--- src/rtl/lr_shift_pipe.sv ---
`default_nettype none
// +--------------------------------------------------------------------------+
// | lr_shift_pipe: pipelined logical/arithmetic/rotate left/right shifter    |
// | Rev 1.0                                                                  |
// +--------------------------------------------------------------------------+
module lr_shift_pipe #(
  parameter  int WIDTH = 8,
  localparam int SW    = $clog2(WIDTH)
) (
  input  logic             clk,
  input  logic             rst,
  input  logic [WIDTH-1:0] i_bits,
  input  logic [SW:0]      i_shift,
  input  logic             i_dir,
  input  logic [1:0]       i_mode,
  input  logic             i_valid,
  output logic             i_ready,
  output logic [WIDTH-1:0] o_bits,
  output logic             o_valid,
  input  logic             o_ready
);

  localparam logic       c_dir_left     = 1'b0;
  localparam logic       c_dir_right    = 1'b1;
  localparam logic [1:0] c_mode_logical = 2'd0;
  localparam logic [1:0] c_mode_arith   = 2'd1;
  localparam logic [1:0] c_mode_rotate  = 2'd2;

  logic [WIDTH-1:0] r_bits  [SW];
  logic [SW:0]      r_shift [SW];
  logic             r_dir   [SW];
  logic [1:0]       r_mode  [SW];
  logic             r_sign  [SW];
  logic [SW-1:0]    r_valid;

  logic [WIDTH-1:0] w_up_bits  [SW];
  logic [SW:0]      w_up_shift [SW];
  logic             w_up_dir   [SW];
  logic [1:0]       w_up_mode  [SW];
  logic             w_up_sign  [SW];
  logic [SW-1:0]    w_up_valid;
  logic [WIDTH-1:0] w_nxt_bits [SW];
  logic [SW-1:0]    w_load;

  function automatic logic [WIDTH-1:0] f_shift_step(
    input logic [WIDTH-1:0] bits,
    input int               amt,
    input logic             dir,
    input logic [1:0]       mode,
    input logic             sign
  );
    logic [WIDTH-1:0] res;
    case (mode)
      c_mode_rotate:
        res = (dir == c_dir_left) ? ((bits << amt) | (bits >> (WIDTH - amt)))
                                  : ((bits >> amt) | (bits << (WIDTH - amt)));
      c_mode_arith:
        res = (dir == c_dir_right) ? WIDTH'({{WIDTH{sign}}, bits} >> amt)
                                   : (bits << amt);
      c_mode_logical:
        res = (dir == c_dir_left) ? (bits << amt) : (bits >> amt);
      default:
        res = (dir == c_dir_left) ? (bits << amt) : (bits >> amt);
    endcase
    return res;
  endfunction

  // A stage can load when it or any stage below it is empty, or the output is taken.
  for (genvar k = 0; k < SW; k++) begin : g_load
    assign w_load[k] = o_ready || !(&r_valid[SW-1:k]);
  end

  assign i_ready = rst && w_load[0];
  assign o_bits  = r_bits[SW-1];
  assign o_valid = r_valid[SW-1];

  always_comb begin
    w_up_bits[0]  = i_bits;
    w_up_shift[0] = i_shift;
    w_up_dir[0]   = i_dir;
    w_up_mode[0]  = i_mode;
    w_up_sign[0]  = i_bits[WIDTH-1];
    w_up_valid[0] = i_valid;
    for (int k = 1; k < SW; k++) begin
      w_up_bits[k]  = r_bits[k-1];
      w_up_shift[k] = r_shift[k-1];
      w_up_dir[k]   = r_dir[k-1];
      w_up_mode[k]  = r_mode[k-1];
      w_up_sign[k]  = r_sign[k-1];
      w_up_valid[k] = r_valid[k-1];
    end
  end

  always_comb begin
    for (int k = 0; k < SW; k++) begin
      w_nxt_bits[k] = w_up_shift[k][k]
                    ? f_shift_step(w_up_bits[k], 1 << k, w_up_dir[k], w_up_mode[k], w_up_sign[k])
                    : w_up_bits[k];
      // Saturation for shifts of width or more; rotate ignores the top shift bit.
      if ((k == SW - 1) && w_up_shift[k][SW] && (w_up_mode[k] != c_mode_rotate)) begin
        w_nxt_bits[k] = ((w_up_mode[k] == c_mode_arith) && (w_up_dir[k] == c_dir_right))
                      ? {WIDTH{w_up_sign[k]}} : '0;
      end
    end
  end

  always_ff @(posedge clk or negedge rst) begin
    if (!rst) begin
      for (int k = 0; k < SW; k++) begin
        r_bits[k]  <= '0;
        r_shift[k] <= '0;
        r_dir[k]   <= 1'b0;
        r_mode[k]  <= 2'd0;
        r_sign[k]  <= 1'b0;
      end
      r_valid <= '0;
    end else begin
      for (int k = 0; k < SW; k++) begin
        if (w_load[k]) begin
          r_valid[k] <= w_up_valid[k];
          if (w_up_valid[k]) begin
            r_bits[k]  <= w_nxt_bits[k];
            r_shift[k] <= w_up_shift[k];
            r_dir[k]   <= w_up_dir[k];
            r_mode[k]  <= w_up_mode[k];
            r_sign[k]  <= w_up_sign[k];
          end
        end
      end
    end
  end

endmodule
`default_nettype wire

--- config.mk ---
export PLATFORM = sky130hd
export DESIGN_NAME = lr_shift_pipe
export DESIGN_NICKNAME = d
export VERILOG_FILES = /design/src/rtl/lr_shift_pipe.sv
export SDC_FILE = /design/constraint.sdc
export NUM_CORES = 1
export LEC_CHECK = 0
export CORE_ASPECT_RATIO = 0.6
export CORE_MARGIN = 1.5
export CORE_UTILIZATION = 30
export CTS_CLUSTER_DIAMETER = 40
export DETAILED_ROUTE_END_ITERATION = 10
export MAX_ROUTING_LAYER = met4
export SLEW_MARGIN = 20
export SYNTH_ARGS = -nofsm -noshare
export SYNTH_HDL_FRONTEND = slang
export SYNTH_SLANG_ARGS = --single-unit
--- constraint.sdc ---
create_clock -name clk -period 2.1 [get_ports clk]
set_input_delay 0.21 -clock clk [delete_from_list [all_inputs] [get_ports clk]]
set_output_delay 0.21 -clock clk [all_outputs]
set_load 0.01 [all_outputs]
======== Word level (Yosys, flattened, before mapping) ========
Index checks and enable logic that the tools add are counted.
storage, ports and cells
  output and inout bits ................... 10
  flip-flop bits (word level) ............. 43
  logic and storage cells ................. 56
cells by class
  reduce and logical (&&, ||, !) cells .... 14
  multiplexer cells ....................... 16
  equal/unequal tests ..................... 7
  bitwise gates (word level) .............. 5
operators by type and width
  operator            count
  $mux 8              13
  $pmux 8 s2          3
  $or 4x8->8          1
  $or 6x8->8          1
  $or 7x8->8          1
  $or 8x1->8          1
  $or 8x2->8          1
  $reduce_and 2->1    4
  $eq 2x1->1 const B  3
  $eq 2x2->1 const B  3
  $logic_and 1x1->1   3
  $logic_not 1->1     3
  $logic_or 1x1->1    3
  $reduce_and 3->1    1
  $ne 2x2->1 const B  1

======== Logic depth before layout (Yosys ltp) ========
  word-level depth ........................ 4
  gate-level depth with buffers ........... 6

======== Worst setup path after synthesis ========
No wires, ideal clock.
  kind .................................... flip-flop to flip-flop
  start ................................... register r_mode[4] (netlist bit)
  end ..................................... register r_bits[8] (netlist bit)
  setup time .............................. 125 ps
  period minus slack after synthesis ...... 1,504 ps
  stages on the path, launching flop included .. 7
  arrival ................................. 1,379 ps
  setup slack ............................. 596 ps
  cell sequence ........................... dfrtp_1 -> inv_1 -> ha_1 -> o21a_1 -> o21ai_1 -> o22ai_1 -> mux2_2
on the way
  word-level cells in the longest chain between the ends .. 3
  elaborated cells between the ends (all ways) .. 4
  classes of those cells .................. eq/ne (2); mux (2)
RTL lines
  element                                   RTL line  source
  start: declaration                        32        logic [1:0] r_mode [SW];
  start signal: indexed assignment          125       r_mode[k] <= w_up_mode[k];
  $eq 2x1->1 or $eq 2x2->1 (tied branches)  53        case (mode)
  $pmux 8 s2 *                              53
  $mux 8 *                                  97        ? f_shift_step(w_up_bits[k], 1 << k, w_up_dir[k], w_up_mode[k], w_up_sign[k])
  end signal: indexed assignment            122       r_bits[k] <= w_nxt_bits[k];
  end: declaration                          29        logic [WIDTH-1:0] r_bits [SW];
Mark *: on every way between the ends. The rest lies on a longest branch, timed or not.
A chain may end at the register's enable or synchronous reset.

======== Worst setup path after layout ========
  start ................................... input port o_ready
  end ..................................... output port i_ready
on the way
  word-level cells in the longest chain between the ends .. 2
RTL lines
  element             RTL line  source
  start: declaration  20        input logic o_ready
  $logic_or 1x1->1    70        assign w_load[k] = o_ready || !(&r_valid[SW-1:k]);
  $logic_and 1x1->1   73        assign i_ready = rst && w_load[0];
  end: declaration    17        output logic i_ready,
Every way passes these cells.

==> results.sh <==
export IMPL_fin_crit_ns=1.838
export IMPL_seq_power_share_pct=42.0
export IMPL_dp_slack_ns=0.2569
export IMPL_drive_gt1_share_pct=13.64
export IMPL_wl_per_cell_um=13.11
export IMPL_powerDensity_nw_per_um2=989.9
export IMPL_ys_seq_elements=40
export IMPL_synth_edf_count=0
export IMPL_clock_path_buffers=2
export IMPL_end_kind="output port"
export IMPL_maxSlewViolCount=0
export IMPL_rrSetupSlack_ns=0.39
export IMPL_hold_class="primary input to asynchronous set/reset pin"
export IMPL_dp_hpwl_um=3660
export IMPL_htree_levels=2
export IMPL_final_antenna_net_count=0
export IMPL_nNetsFinal=288
export IMPL_die_h_um=71.24
export IMPL_ys_async_sr_fraction_pct=100.0
export IMPL_tns_ns=0
export IMPL_initial_utilization_pct=31.52
export IMPL_ys_seq_area_share_pct=42.99
export IMPL_max_freq_mhz=544.0
export IMPL_antenna_found_initial=0
export IMPL_ctsResizeCount=0
export IMPL_path_class="primary input to output port"
export IMPL_final_setup_viol_count=0
export IMPL_num_vias=1717
export IMPL_worstMarginPinSlew_ns=0.5609
export IMPL_synth_fp_nets=267
export IMPL_intPower_mw=1.886
export IMPL_setup_ws_ns=0.2619
export IMPL_die_x_um=116.7
export IMPL_grt_max_degree=41
export IMPL_grt_pass1_vias=1581
export IMPL_viasPerCell=4.666
export IMPL_synthCells=242
export IMPL_power_leakage_nw=1.183
export IMPL_worstPathMaxFanout=4
export IMPL_n_antenna_cell=0
export IMPL_area_growth_pct=19.83
export IMPL_drt_pass1_iterations=5
export IMPL_synth_area_um2=2328
export IMPL_initialDrtViolationCount=83
export IMPL_cts_hold_buf=0
export IMPL_final_cells=368
export IMPL_cts_buffers=5
export IMPL_start_kind="primary input"
export IMPL_crit_path_end="i_ready"
export IMPL_comb_power_share_pct=30.5
export IMPL_io_buffers=28
export IMPL_reg2regPathDepth=6
export IMPL_grt_pass1_wl_um=7921
export IMPL_rsz0062_at_grt="no"
export IMPL_grt_overflow=0
export IMPL_slew_headroom_pct=62.60
export IMPL_rows=24
export IMPL_status="complete, no violations"
export IMPL_r2r_start="r_mode[4]"
export IMPL_required_ns=1.89
export IMPL_switchingPower_uw=876.0
export IMPL_path_clk_slew_ns=0.06
export IMPL_gp_congestion=0.8384
export IMPL_ys_flop_type="dfrtp_1"
export IMPL_postCtsSetupRepairBufs=0
export IMPL_core_area_um2=7387
export IMPL_die_area_um2=8316
export IMPL_skew_ns=0.003860
export IMPL_most_common_layout_cells="dfrtp_1 (40), nand2_1 (37), o21ai_0 (31)"
export IMPL_worst_endpoint_arrival_ns=1.63
export IMPL_boundaryPins=29
export IMPL_peakVddDrop_uv=339.7
export IMPL_clock_root_buffer="clkbuf_16"
export IMPL_grt_usage_pct=12.69
export IMPL_pwr_share_clk_pct=27.6
export IMPL_startpoint="o_ready"
export IMPL_mostFrequentLayoutCell="dfrtp_1"
export IMPL_hold_viol=0
export IMPL_r2r_end="r_bits[8]"
export IMPL_fin_crit_sh_pct=87.53
export IMPL_drt_wl_total_um=4823
export IMPL_post_place_cells=360
export IMPL_avgSynthCellArea_um2=9.622
export IMPL_synthDistinctLibCells=44
export IMPL_insertion_delay_ns=0.28
export IMPL_ys_warn_count=0
export IMPL_drv_cap=0
export IMPL_drc=0
export IMPL_swShare_pct=31.72
export IMPL_cts_tree="yes"
export IMPL_clock_sinks=40
## power by group through the flow
stage | clock network (mW) | logic, mW | registers, mW
final | 0.761 | 0.841 | 1.16
after global routing | 0.818 | 0.942 | 1.19
after CTS | 0.783 | 0.852 | 1.16
after detailed placement | 0 | 0.846 | 1.17
after global placement | 0 | 0.839 | 1.16
after floorplan | 0 | 0.699 | 1.08
## layer usage
metal	GRT usage, %	vias to the layer above	routed length [um]
met4	1.606	0	0
li1	-	880	-
met5	-	-	0
met3	3.384	0	177
met1	20.10	812	2808
met2	16.24	25	1837
## worst min-delay path by stage
stage / startpoint / end / slack (ns) / depth (start not counted)
2_1_floorplan: rst / o_bits[0] / -0.09 / 0
3_3_place_gp: rst / r_valid[2] / 0.34 / 2
3_5_place_dp: rst / r_valid[2] / 0.33 / 2
4_1_cts: rst / r_valid[2] / 0.03 / 2
5_1_grt: rst / r_valid[2] / 0.07 / 2
6_report: rst / r_valid[2] / 0.02 / 2
## per-stage QoR
step                hold slack (ns)  area [um2]  utilization (%)  total power, mW
floorplan                  -0.08559        2328                -            1.775
global placement             0.3445        2641            35.76            2.001
detailed placement           0.3322        2641            35.76            2.017
CTS                         0.03288        2790            37.77            2.792
global route                0.07235        2790            37.77            2.950
finish                      0.01767        2790            37.77            2.762
## cell families (layout without fill, tap and decap cells)
kind of cell	Yosys count	after routing	synth area share (%)
compound gates	60	60	17.68
fa+ha+maj	6	6	3.224
buf+inv	34	56	8.006
flops	40	40	42.99
mux	25	25	11.50
simple gates	77	77	16.60
## layout make-up
cell class	count	area, um2
repair buffers	33	312.8
clock inverters	2	10.01
multi-input cells	168	1141
inverters	15	56.30
well taps	104	130.1
fillers	763	4597
clock buffers	6	138.9
flip-flops and latches	40	1001
## sequential cells by signal (all words and copies together), names as in the netlist
name and cells:
r_dir 2, r_mode 4, r_sign 2, o_bits 8, r_shift 5, r_valid 3
r_bits 16
## cells in the mapped netlist (all sizes together), types with 4 or more instances
cell | n | area share [%]
dfrtp | 40 | 43
nand2 | 38 | 6.2
o21ai | 33 | 7.6
buf | 17 | 5.3
inv | 15 | 2.4
mux2 | 14 | 6.8
nor2 | 12 | 1.9
mux2i | 11 | 4.7
nand2b | 8 | 2.5
a21oi | 6 | 1.3
ha | 6 | 3.2
a311oi | 5 | 2.9
nor2b | 4 | 1.1
## critical path: stages
cell	delay, ns
clkdlybuf4s50_1	0.43
nand4b_1	0.29
and2_1	0.24
clkdlybuf4s50_1	0.47
(Power assumes the default switching activity.)
